<file path="src/rtl/scoreboard_issue_ctrl.sv">
// In-order single-issue scoreboard: tracks pending register writes and per-unit
// busy state, stalls on RAW/WAW/structural hazards, issues registered pulses.
module scoreboard_issue_ctrl #(
  parameter int NREG  = 32,
  parameter int CNT_W = 16
) (
  input  logic             clk,
  input  logic             rst,
  input  logic             flush,
  input  logic             dec_valid,
  output logic             dec_ready,
  input  logic [4:0]       dec_rs1,
  input  logic [4:0]       dec_rs2,
  input  logic [4:0]       dec_rd,
  input  logic             dec_alu,
  input  logic             dec_mul,
  input  logic             dec_lsu,
  input  logic             dec_imm,
  input  logic             dec_store,
  input  logic [5:0]       dec_ex_type,
  output logic             iss_alu_valid,
  output logic             iss_mul_valid,
  output logic             iss_lsu_valid,
  output logic [4:0]       iss_rs1,
  output logic [4:0]       iss_rs2,
  output logic [4:0]       iss_rd,
  output logic             iss_imm,
  output logic [5:0]       iss_ex_type,
  input  logic             alu_done,
  input  logic             mul_done,
  input  logic             lsu_done,
  output logic [NREG-1:0]  pending,
  output logic [2:0]       unit_busy,
  output logic [CNT_W-1:0] stall_cnt,
  output logic [CNT_W-1:0] issue_cnt
);

  typedef enum logic {IDLE = 1'b0, BUSY = 1'b1} ustate_t;

  ustate_t         state_q [3];
  ustate_t         state_d [3];
  logic [2:0][4:0] urd_q;
  logic [2:0]      uwr_q;
  logic [2:0]      iss_v_q;
  logic [NREG-1:0] pend_d;

  logic [2:0] sel, done;
  logic       use_rs2, writes_rd, raw, waw, busy_hit, accept;

  assign sel  = {dec_lsu, dec_mul, dec_alu};
  assign done = {lsu_done, mul_done, alu_done};

  // Loads use the rs2 field as don't-care; pending[0] is never set, so x0 never hazards.
  assign use_rs2   = ~dec_imm & ~(dec_lsu & ~dec_store);
  assign writes_rd = ~dec_store & (dec_rd != 5'd0) & (|sel);
  assign raw       = pending[dec_rs1] | (use_rs2 & pending[dec_rs2]);
  assign waw       = writes_rd & pending[dec_rd];
  assign busy_hit  = |(sel & unit_busy);
  assign dec_ready = ~flush & ~raw & ~waw & ~busy_hit;
  assign accept    = dec_valid & dec_ready;

  assign iss_alu_valid = iss_v_q[0];
  assign iss_mul_valid = iss_v_q[1];
  assign iss_lsu_valid = iss_v_q[2];

  always_comb begin
    for (int i = 0; i < 3; i++) begin
      state_d[i]   = state_q[i];
      unit_busy[i] = (state_q[i] == BUSY);
      case (state_q[i])
        IDLE: if (accept && sel[i]) state_d[i] = BUSY;
        BUSY: if (done[i])          state_d[i] = IDLE;
        default:                    state_d[i] = IDLE;
      endcase
      if (flush) state_d[i] = IDLE;
    end
  end

  // Clears before set: WAW guarantees a retiring rd never equals the new rd.
  always_comb begin
    pend_d = pending;
    for (int i = 0; i < 3; i++)
      if (state_q[i] == BUSY && done[i] && uwr_q[i]) pend_d[urd_q[i]] = 1'b0;
    if (accept && writes_rd) pend_d[dec_rd] = 1'b1;
    if (flush) pend_d = '0;
    pend_d[0] = 1'b0;
  end

  always_ff @(posedge clk) begin
    if (rst) begin
      for (int i = 0; i < 3; i++) state_q[i] <= IDLE;
      urd_q       <= '0;
      uwr_q       <= '0;
      iss_v_q     <= '0;
      pending     <= '0;
      iss_rs1     <= '0;
      iss_rs2     <= '0;
      iss_rd      <= '0;
      iss_imm     <= 1'b0;
      iss_ex_type <= '0;
      stall_cnt   <= '0;
      issue_cnt   <= '0;
    end else begin
      for (int i = 0; i < 3; i++) begin
        state_q[i] <= state_d[i];
        if (accept && sel[i]) begin
          urd_q[i] <= dec_rd;
          uwr_q[i] <= writes_rd;
        end
      end
      if (flush) begin
        urd_q <= '0;
        uwr_q <= '0;
      end
      pending <= pend_d;
      iss_v_q <= {3{accept}} & sel;
      if (accept) begin
        iss_rs1     <= dec_rs1;
        iss_rs2     <= dec_rs2;
        iss_rd      <= dec_rd;
        iss_imm     <= dec_imm;
        iss_ex_type <= dec_ex_type;
      end
      if (dec_valid && !dec_ready && !flush && stall_cnt != '1)
        stall_cnt <= stall_cnt + CNT_W'(1);
      if (accept && (|sel) && issue_cnt != '1)
        issue_cnt <= issue_cnt + CNT_W'(1);
    end
  end

endmodule

</file>
<file path="config.mk">
export PLATFORM = sky130hd
export DESIGN_NAME = scoreboard_issue_ctrl
export DESIGN_NICKNAME = d
export VERILOG_FILES = /design/src/rtl/scoreboard_issue_ctrl.sv
export SDC_FILE = /design/constraint.sdc
export NUM_CORES = 1
export LEC_CHECK = 0
export ABC_AREA = 1
export CORE_MARGIN = 2
export CORE_UTILIZATION = 53
export CTS_CLUSTER_SIZE = 12
export DETAILED_ROUTE_END_ITERATION = 8
export PLACE_DENSITY = 0.82
export SYNTH_ARGS = -nofsm -noshare
export SYNTH_HDL_FRONTEND = slang
export SYNTH_SLANG_ARGS = --single-unit
export TNS_END_PERCENT = 50
</file>
<file path="constraint.sdc">
create_clock -name clk -period 2.6 [get_ports clk]
set_clock_uncertainty 0.05 [all_clocks]
set_input_delay 0.52 -clock clk [delete_from_list [all_inputs] [get_ports clk]]
set_output_delay 0.52 -clock clk [all_outputs]
set_load 0.05 [all_outputs]
</file>
==> impl_metrics.py <==
metrics = {
    "cells_and_area": {
        "finish.instance_area_sq_um": 8820,
        "antennaDiodeCount": 0,
        "layout-drive-gt1-share": 0.128,
        "final_cell_mix": "nand2_1 (290), nor2_1 (123), a21oi_1 (117), inv_1 (113), clkdlybuf4s50_1 (111)",
        "area_delta_synth_final_pct": 38.5,
        "nets": 1265,
        "layout_commonest_cell": "nand2_1",
        "layoutNonFillerInstCount": 1382,
    },
    "floorplanning": {
        "core_sq_um": 11900,
        "die_w_um": 114,
        "row_count": 40,
        "io_pins": 126,
        "dieHeight_um": 114,
        "die_area_sq_um": 12900,
        "initial_core_util": 0.537,
    },
    "worst_setup_path": {
        "critical-path-slowest-cell": "dfxtp_1",
        "worstSetupEndpointType": "output pin",
        "cp.required_ns": 2.03,
        "cp_data_arrival_time_ns": 2.01,
        "path_delay_family": "buffers and inverters",
        "worstSetupPathType": "register to output pin",
        "crit_chain": "inv_1 > buf_4 > o21ai_0 > nand3_1 > nand2_1 > nand2_1 > nand3b_1 > nand3_2 > buf_4 > nand2_4 > inv_2 > buf_12",
        "path_max_fanout": 3,
        "max_stage_delay_ns": 0.44,
        "start_kind": "register",
        "startpoint": "pending[10]",
        "crit_buf_inv": 5,
        "r2r-start": "pending[9]",
    },
    "clock_network": {
        "clkSinkCount": 109,
        "cts_inserted_buffers": 9,
        "cts_tree": "yes",
        "cts-root-buf": "clkbuf_16",
        "htree_levels": 3,
        "clkLatencyLatePin_ns": 0.36,
        "clkTransAtPathRegs_ns": 0.07,
        "cts_max_path_buffers": 2,
    },
    "route": {
        "drc": 0,
        "totalWireLength_um": 24500,
        "drt-initial-drc-count": 1110,
        "first_pass_iters": 6,
        "vias": 8011,
        "via_per_inst": 5.80,
        "wl_per_cell_um": 17.7,
        "ant_nets": 0,
    },
    "run_status": {
        "status": "finished, final reports clean",
    },
    "placed_design": {
        "io_buffers": 124,
        "hpwlAfterDp_um": 18400,
        "place_inst": 1350,
        "post_dp_cell_area_sq_um": 8240,
        "routabilityCongestion": 1.02,
    },
    "global_route": {
        "grt_overflow": 0,
        "grt_pass1_vias": 7173,
        "antenna_found_initial": 0,
        "grt_max_degree": 49,
        "grt_use_total": 0.369,
        "grt_pass1_wl_um": 37500,
    },
    "flow_run": {
        "maxCapViolCount": 0,
    },
    "sta": {
        "final.setup.tns_ns": 0,
        "rsz0062_at_grt": "true",
        "slew-limit-headroom": 0.568,
        "fmaxAchievable_ghz": 0.387,
        "tightest_slew_ns": 0.642,
        "setup_violations": 0,
        "period_needed_ns": 2.58,
        "maxSlewViolCount": 0,
        "whs_ns": 0.417,
        "fin_crit_sh": 0.994,
        "hold_viol": 0,
    },
    "power": {
        "power_density_nw_per_um2": 431,
        "p_leak_uw": 0.00355,
        "ir_worst_vdd_mv": 0.444,
        "totalPowerFinal_uw": 3800,
    },
    "synthesis": {
        "syn_area_per_cell_sq_um": 6.11,
        "syn_inst": 1043,
        "syn-num-nets": 1078,
        "synth_seq_area_share": 0.342,
        "ys_warn_count": 0,
        "netlist_area_sq_um": 6370,
        "ys_types": 35,
        "ys_ff_latch": 109,
    },
    "hold_path": {
        "hold_start": "iss_ex_type[5]",
        "holdCritPathClass": "register to register",
    },
}
-- power breakdown --
| part | total [uW] | switching (uW) | leakage, uW | internal, uW |
|---|---|---|---|---|
| logic | 684 | 419 | 0.00253 | 265 |
| clock network | 1390 | 641 | 0.000138 | 746 |
| registers | 1730 | 28.4 | 0.000883 | 1700 |
-- timing repair --
action / 4_1_cts / 5_1_grt
pin swaps: 2 / 18
resized for setup: 44 / 43
endpoints found under the setup margin: 93 / 87
setup buffers: 7 / 5
gates cloned: 2 / 2
hold buffers: 0 / 0
-- final cells by class --
| cell class | count | area [sq um] |
|---|---|---|
| fill | 966 | 3040 |
| inverter | 125 | 477 |
| timing repair inverter | 1 | 7.51 |
| multi-input combinational | 769 | 3610 |
| clock inverter | 6 | 63.8 |
| timing repair buffer | 215 | 2060 |
| sequential | 109 | 2190 |
| clock buffer | 10 | 229 |
| tap | 147 | 184 |
-- worst reg2reg max path: stages (launching register included) --
cell and delay, ns:
dfxtp_1 0.38, inv_1 0.18, nand2_1 0.08, o211ai_1 0.09
nand3_1 0.09, nand3_1 0.10, nand2_1 0.07, nand2_2 0.07
nand2_1 0.08, nor2_4 0.18, nand3_4 0.14, buf_6 0.19
nor2_2 0.14, buf_12 0.20, nand2_1 0.07, a21oi_1 0.20
-- cells by family after synthesis --
family,count (synthesis),share of synthesized area
AO/OA/AOI/OAI,208,0.182
adder cells (fa/ha/maj),2,0.00393
AND/OR/NAND/NOR,554,0.359
other,1,0.000589
buffers and inverters,166,0.108
XOR/XNOR,3,0.00412
flip-flops,109,0.342
-- per-stage QoR --
stage                     setup WS (ns)   util
after detailed placement         -0.848  0.695
after floorplan                  0.0178      -
after global placement           -0.655  0.695
final                            0.0152  0.744
after global routing            -0.0556  0.744
after CTS                       0.00131  0.732
-- state kept, by name, indices dropped and copies added (netlist names) --
name,count
iss_ex_type,6
state_q,3
iss_imm,1
iss_rs2,5
uwr_q,3
issue_cnt,16
iss_rs1,5
stall_cnt,16
pending,31
iss_rd,5
urd_q,15
iss_v_q,3
-- synth_stat cells (all sizes together) --
library cell	n	area, sq um
nand4	11	68.8
o211ai	14	105
a221oi	3	26.3
a211oi	1	7.51
inv	124	465
o21bai	2	15.0
clkinv	1	3.75
nand2	298	1120
nor3	36	190
conb	1	3.75
xnor2	1	8.76
nor2	129	492
o21ai	54	270
and3	2	12.5
dfxtp	109	2180
nor4	4	25.0
or2	1	6.26
xor2	2	17.5
o2111ai	4	35.0
a21oi	117	586
a22o	1	8.76
nand3b	1	7.51
a21boi	1	7.51
ha	2	25.0
nand3	72	365
o221ai	11	96.3
buf	28	173
clkbuf	13	48.8
-- routing by layer --
| layer | share of wire | track usage |
|---|---|---|
| met2 | 0.46 | 0.601 |
| met5 | 0 | 0 |
| met4 | 0.044 | 0.161 |
| met1 | 0.39 | 0.479 |
| met3 | 0.10 | 0.0685 |
-- worst paths after layout --
| kind | endpoint | slack, ns | depth (start not counted) |
|---|---|---|---|
| min reg2reg | iss_ex_type[5] | 0.42 | 2 |
| min | iss_ex_type[5] | 0.42 | 2 |
| max reg2reg | pending[4] | 0.20 | 15 |
| max | dec_ready | 0.02 | 12 |
No activity file was read; power rests on OpenSTA's default activity.
